--- src/rtl/ser_tx_arbiter.sv ---
// Round-robin arbiter sharing the SER_core transmit path between two byte requesters.
// All state advances only on the enp enable pulse; outputs come straight from registers.
module ser_tx_arbiter #(
   parameter int unsigned SETTLE_TICKS = 4,
   parameter int unsigned MAX_BURST    = 4,
   parameter int unsigned TIMEOUT      = 4000
) (
   input  logic       clk,
   input  logic       rst_n,
   input  logic       enp,
   input  logic [1:0] req,
   input  logic [7:0] data0,
   input  logic [7:0] data1,
   input  logic [4:0] mode0,
   input  logic [4:0] mode1,
   input  logic       setSdoCompl,
   input  logic       sdoFinish,
   output logic [7:0] Dw,
   output logic       AddrDw,
   output logic [4:0] SKCTLS,
   output logic [1:0] ack,
   output logic       owner,
   output logic       busy,
   output logic       timeoutErr
);

   localparam int unsigned SW = $clog2(SETTLE_TICKS + 1);
   localparam int unsigned BW = $clog2(MAX_BURST + 1);
   localparam int unsigned TW = 16;

   typedef enum logic [2:0] {IDLE, CONFIG, SETTLE, WRITE, WAIT, DRAIN} state_e;

   state_e        state_q, nxt_c;
   logic [7:0]    dw_q;
   logic          addr_dw_q;
   logic [4:0]    skctls_q;
   logic [1:0]    ack_q;
   logic          owner_q;
   logic          busy_q;
   logic          timeout_err_q;
   logic          sent_q;
   logic [SW-1:0] settle_q;
   logic [BW-1:0] burst_q;
   logic [TW-1:0] tcnt_q;

   logic          grant_c, sel_c, sel_req_c, oth_req_c, abort_c, tmo_c;
   logic [4:0]    sel_mode_c;
   logic [7:0]    sel_data_c;
   logic [BW-1:0] burst_inc_c;

   // Requester selection: the arbitration winner while idle, otherwise the current owner.
   always_comb begin
      grant_c     = req[~owner_q] ? ~owner_q : owner_q;
      sel_c       = (state_q == IDLE) ? grant_c : owner_q;
      sel_req_c   = req[sel_c];
      oth_req_c   = req[~sel_c];
      sel_mode_c  = sel_c ? mode1 : mode0;
      sel_data_c  = sel_c ? data1 : data0;
      burst_inc_c = (burst_q == BW'(MAX_BURST)) ? burst_q : burst_q + BW'(1);
      tmo_c       = (tcnt_q == TW'(TIMEOUT - 1));
   end

   // Next-state decision; completion takes priority over timeout.
   always_comb begin
      nxt_c   = state_q;
      abort_c = 1'b0;
      case (state_q)
         IDLE: begin
            if (|req) begin
               if (sel_mode_c == skctls_q) nxt_c = WRITE;
               else if (sent_q)            nxt_c = DRAIN;
               else                        nxt_c = CONFIG;
            end
         end
         DRAIN: begin
            if (sdoFinish) nxt_c = CONFIG;
            else if (tmo_c) begin
               nxt_c   = IDLE;
               abort_c = 1'b1;
            end
         end
         CONFIG: nxt_c = SETTLE;
         SETTLE: begin
            if (settle_q == SW'(SETTLE_TICKS - 1)) nxt_c = sel_req_c ? WRITE : IDLE;
         end
         WRITE: nxt_c = WAIT;
         WAIT: begin
            if (setSdoCompl) begin
               if (sel_req_c && (sel_mode_c == skctls_q) &&
                   ((burst_q < BW'(MAX_BURST)) || !oth_req_c)) nxt_c = WRITE;
               else                                             nxt_c = IDLE;
            end else if (tmo_c) begin
               nxt_c   = IDLE;
               abort_c = 1'b1;
            end
         end
         default: nxt_c = IDLE;
      endcase
   end

   always_ff @(posedge clk or negedge rst_n) begin
      if (!rst_n) begin
         state_q       <= IDLE;
         dw_q          <= '0;
         addr_dw_q     <= 1'b0;
         skctls_q      <= '0;
         ack_q         <= '0;
         owner_q       <= 1'b1;
         busy_q        <= 1'b0;
         timeout_err_q <= 1'b0;
         sent_q        <= 1'b0;
         settle_q      <= '0;
         burst_q       <= '0;
         tcnt_q        <= '0;
      end else if (enp) begin
         state_q   <= nxt_c;
         busy_q    <= (nxt_c != IDLE);
         addr_dw_q <= 1'b0;
         ack_q     <= '0;

         // Timeout counter restarts on every state entry.
         if ((nxt_c == state_q) && ((state_q == WAIT) || (state_q == DRAIN)))
            tcnt_q <= tcnt_q + TW'(1);
         else
            tcnt_q <= '0;

         if ((state_q == IDLE) && (|req)) begin
            owner_q <= grant_c;
            burst_q <= '0;
         end
         if (state_q == CONFIG) begin
            skctls_q <= sel_mode_c;
            settle_q <= '0;
         end
         if (state_q == SETTLE) settle_q <= settle_q + SW'(1);
         if ((state_q == DRAIN) && (nxt_c == CONFIG)) sent_q <= 1'b0;
         if (abort_c) timeout_err_q <= 1'b1;

         // Entering WRITE launches the byte: strobe, data and ack for one enp period.
         if (nxt_c == WRITE) begin
            dw_q          <= sel_data_c;
            addr_dw_q     <= 1'b1;
            ack_q         <= sel_c ? 2'b10 : 2'b01;
            sent_q        <= 1'b1;
            timeout_err_q <= 1'b0;
            burst_q       <= (state_q == IDLE) ? BW'(1) : burst_inc_c;
         end
      end
   end

   assign Dw         = dw_q;
   assign AddrDw     = addr_dw_q;
   assign SKCTLS     = skctls_q;
   assign ack        = ack_q;
   assign owner      = owner_q;
   assign busy       = busy_q;
   assign timeoutErr = timeout_err_q;

endmodule
--- config.mk ---
export PLATFORM = sky130hd
export DESIGN_NAME = ser_tx_arbiter
export DESIGN_NICKNAME = d
export VERILOG_FILES = /design/src/rtl/ser_tx_arbiter.sv
export SDC_FILE = /design/constraint.sdc
export NUM_CORES = 1
export LEC_CHECK = 0
export CAP_MARGIN = 10
export CORE_MARGIN = 2
export CORE_UTILIZATION = 25
export CTS_BUF_LIST = sky130_fd_sc_hd__clkbuf_16
export DETAILED_ROUTE_END_ITERATION = 16
export PLACE_DENSITY_LB_ADDON = 0.05
export SLEW_MARGIN = 5
export SYNTH_ARGS = -nofsm -noshare
export SYNTH_HDL_FRONTEND = slang
export SYNTH_SLANG_ARGS = --single-unit
--- constraint.sdc ---
create_clock -name clk -period 4.1 [get_ports clk]
set_input_delay 0.82 -clock clk [delete_from_list [all_inputs] [get_ports clk]]
set_output_delay 0.82 -clock clk [all_outputs]
set_load 0.05 [all_outputs]
# Word-level counts from Yosys, hierarchy flattened
# Index checks and enable logic that the tools add are counted.
[totals] in_bits=33 regBits=45 wordCells=94 out_inout_bits=19
[classes] bitwise=2 reduce_logical=22 magnitude_cmp=4 n_mux=38 add_sub_neg=3 eq_ne=13
[op_table] cell="two-way mux 3 bit" count=13
[op_table] cell="one-hot mux 3 bit (6 select lines)" count=1
[op_table] cell="adder 16 x 1 -> 16 bit, second input constant" count=1
[op_table] cell="== test 16 x 12 -> 1 bit, second input constant" count=1
[op_table] cell="two-way mux 1 bit" count=16
[op_table] cell="two-way mux 16 bit" count=1
[op_table] cell="== test 3 x 2 -> 1 bit, second input constant" count=4
[op_table] cell="AND reduction 2 bit" count=6
[op_table] cell="== test 3 bit, second input constant" count=3
[op_table] cell="two-way mux 2 bit" count=4
[op_table] cell="two-way mux 8 bit" count=1
[op_table] cell="nonzero test 2 bit" count=4
[op_table] cell="adder 3 x 1 -> 3 bit, second input constant" count=2
[op_table] cell="== test 3 x 1 -> 1 bit, second input constant" count=2
[op_table] cell="< comparator 1 x 2 -> 1 bit, second input constant" count=3
[op_table] cell="== test 5 bit" count=1
[op_table] cell="logical AND 1 bit" count=5
[op_table] cell="two-way mux 5 bit" count=1
[op_table] cell="== test 3 bit" count=1
[op_table] cell="logical NOT 3 bit" count=1
[op_table] cell="< comparator 3 bit, second input constant" count=1
[op_table] cell="inequality test 3 bit, second input constant" count=1
[op_table] cell="AND reduction 3 bit" count=1
[op_table] cell="nonzero test 3 bit" count=1
[op_table] cell="5 further kinds" count=7

# Logic depth before layout (Yosys ltp)
[logic_depth] word_depth=18 mapped_depth=11 mapped_depth_nobuf=9

# Worst setup path before layout
# No wires, ideal clock.
[synth_timing] kind="input to register" startpoint="input port req[0]" endpoint="register burst_q[1]" path_buffers=1 cell_stages=9 setup_ns=0.128 setup_slack_ns=1.011 arrival_ns=2.961 t_required_ns=3.972 path_cell_list="or4b_4 a22oi_2 buf_6 a21oi_2 nand4b_4 o31ai_4 nand3_2 a21oi_2 mux2_1"
[synth_via] elab_chain_len=15 word_cells_on_any_way=28 cone_classes="3 x eq/ne; 17 x mux; 8 x reduce/logical"
[synth_lines] item="start, declared" line="11" text="input logic [1:0] req,"
[synth_lines] item="branches (longest 15 deep; another with one-hot mux 3 bit (6 select lines))"
[synth_lines] item="end signal, assigned" line="146" text="burst_q <= (state_q == IDLE) ? BW'(1) : burst_inc_c;"
[synth_lines] item="end, declared" line="43" text="logic [BW-1:0] burst_q;"
# Parallel ways; which one is timed is not known. The select of a mux whose other input is x is not followed.
# A chain may end at the register's enable or synchronous reset.

# Final worst setup path
[layout_timing] startpoint="input port req[1]" endpoint="register burst_q[1]"
# Same word-level chain as after synthesis.

==> impl_metrics.tcl <==
set metrics [dict create \
    critical_path_class "in2reg" \
    place_area_um2 3420 \
    drtAntennaViolNets 0 \
    cts_sinks 45 \
    synth_seq_cells 45 \
    diodes 0 \
    clk_path_buf_depth 2 \
    grt_overflow 0 \
    routabilityCongestion 0.755 \
    hpwlAfterDp_um 5270 \
    crit_path_end_kind "register" \
    dr.pass1.iters 4 \
    ys.warnings.count 0 \
    area_growth_pct 31.0 \
    die_x_um 108 \
    io_pins 52 \
    tritoncts "built" \
    synth-edff-count 0 \
    finalPower_uw 2150 \
    holdWs_ns 0.492 \
    path_max_fanout 8 \
    p_leak_uw 0.00148 \
    hold_path_class "reg2reg" \
    antenna_found_initial 0 \
    grtUsageTotal 0.132 \
    cts-resized-gates 0 \
    synthTopCellsByArea "dfrtp_1, mux2i_1, nand2_1" \
    die-area_um2 11700 \
    clock_latency_ns 0.29 \
    holdBufCountCts 0 \
    num_vias 2369 \
    status "completed" \
    setup-tns-final_ns 0 \
    cts_setup_buffers 0 \
    cts_htree_levels 2 \
    core_um2 10700 \
    fin_crit_sh 0.881 \
    hold_viol 0 \
    drv_cap 0 \
    yosys.area.top_type "dfrtp_1" \
    fmax_ghz 0.277 \
    syn_inst 300 \
    crit_arrival_ns 3.78 \
    synth_cell_types 56 \
    synth_nets 338 \
    ys_seq_area_frac 0.414 \
    rsz0062_at_grt "false" \
    grt_max_degree 33 \
    fin_area_um2 3560 \
    syn_area_um2 2720 \
    die_height_um 108 \
    async_reset_ff_frac 1.00 \
    start_util 0.253 \
    setup_viol 0 \
    peakVddDrop_mv 0.278 \
    drc_errors 0 \
    port-buffer-count 51 \
    worst_slew_pin_slew_ns 0.820 \
    cts_buffers 5 \
    wl_per_cell_um 14.5 \
    cp.required_ns 4.27 \
    syn_area_per_cell_um2 9.07 \
    drt_iter0_markers 110 \
    grt_pass1_vias 2374 \
    yosys.cell_count.top_type "dfrtp_1" \
    drive_gt1_frac 0.0840 \
    clk_pin_slew_worst_paths_ns 0.07 \
    relSlewSlack 0.454 \
    slew_viol_final 0 \
    period_minus_slack_ns 3.61 \
    synth_top_area_frac 0.405 \
    yosys-top-cells-count "dfrtp_1, nand2_1, nor2_1, o21ai_0, a21oi_1" \
    cp-start-kind "input port" \
    nFillCells 1166 \
    cellPowerDensity_nw_per_um2 604 \
    nets 394 \
    rows 38 \
    synthFlopType "dfrtp_1" \
    clockRootBuffer "clkbuf_16" \
    grt_pass1_wl_um 12100 \
    routed_via_density 4.77 \
    fin_skew_ns 0.00793 \
    routed_wl_um 7190 \
]
## cells by family (layout without fill, tap and decap cells)
group / count (synthesis) / count (layout) / share of synthesized area
adder cells (fa/ha/maj): 5 / 5 / 0.0230
AND/OR/NAND/NOR: 121 / 121 / 0.229
AO/OA/AOI/OAI: 78 / 78 / 0.201
XOR/XNOR: 10 / 10 / 0.0322
flip-flops: 45 / 45 / 0.414
buffers and inverters: 24 / 81 / 0.0373
multiplexers: 17 / 17 / 0.0635
## area by class of cell
cell class	count	area, µm²	share of cell area
clock buffers	5	125	0.0351
clock inverters	3	17.5	0.00492
inverters	12	45.0	0.0126
multi-input cells	231	1490	0.419
flip-flops and latches	45	1130	0.316
well taps	140	175	0.0492
repair buffers	61	581	0.163
## routing by layer
layer	up-vias	GRT usage	part of all wire
met4	0	0.0375	0.014
met1	1127	0.179	0.49
met3	9	0.0247	0.031
met2	48	0.214	0.46
li1	1185	-	-
met5	-	0	0
## through the flow
| step | util | instances | setup WS, ns |
|---|---|---|---|
| after floorplan | - | 300 | 1.01 |
| after global placement | 0.318 | 489 | 0.285 |
| after detailed placement | 0.318 | 489 | 0.240 |
| after CTS | 0.332 | 497 | 0.543 |
| after global routing | 0.332 | 497 | 0.330 |
| final | 0.332 | 497 | 0.489 |
## flip-flops by register name, summed over array words and instances (netlist names)
name,cells
settle_q,3
AddrDw,1
timeoutErr,1
busy,1
state_q,3
SKCTLS,5
burst_q,3
owner,1
ack,2
sent_q,1
tcnt_q,16
Dw,8
## cells in the final DEF, fill, tap and decap left out, types with 3 or more instances in the layout
| master | count |
|---|---|
| xnor2_1 | 5 |
| a21oi_1 | 16 |
| mux2i_1 | 15 |
| nand2_1 | 35 |
| o31ai_1 | 3 |
| dfrtp_1 | 44 |
| inv_1 | 11 |
| xor2_1 | 5 |
| o21a_1 | 3 |
| nand2b_1 | 12 |
| a31oi_1 | 4 |
| clkbuf_16 | 5 |
| nor2_1 | 31 |
| and3_1 | 6 |
| a221o_1 | 3 |
| nor2b_1 | 8 |
| clkdlybuf4s50_1 | 50 |
| nor3_1 | 5 |
| a222oi_1 | 4 |
| nand4_1 | 3 |
| nand3_1 | 8 |
| o21ai_1 | 9 |
| ha_1 | 5 |
| buf_4 | 10 |
| o21ai_0 | 17 |
## worst paths after layout
kind	end	slack, ns	depth (start not counted)	startpoint
setup / recovery	burst_q[1]	0.49	9	req[1]
hold / removal	Dw[6]	0.49	2	Dw[6]
setup reg to reg	burst_q[1]	0.87	9	state_q[0]
hold reg to reg	Dw[6]	0.49	2	Dw[6]
max in group asynchronous	ack[0]	2.75	2	rst_n
min in group asynchronous	settle_q[0]	0.63	1	rst_n
## report_power, final
part	total (µW)	switching, µW	leakage, µW	internal, µW
combinational	1070	650	0.000821	421
clock	402	178	0.0000712	224
sequential	678	122	0.000584	556
total	2150	950	0.00148	1200
## critical path, stage by stage
cell and delay [ns]:
clkdlybuf4s50_1 0.60, or4b_1 0.53, a221o_1 0.39, a311oi_1 0.26, o21ai_0 0.25, o31ai_4 0.16
nand3_2 0.18, a21oi_2 0.24, mux2_1 0.35
(Power assumes the default switching activity.)
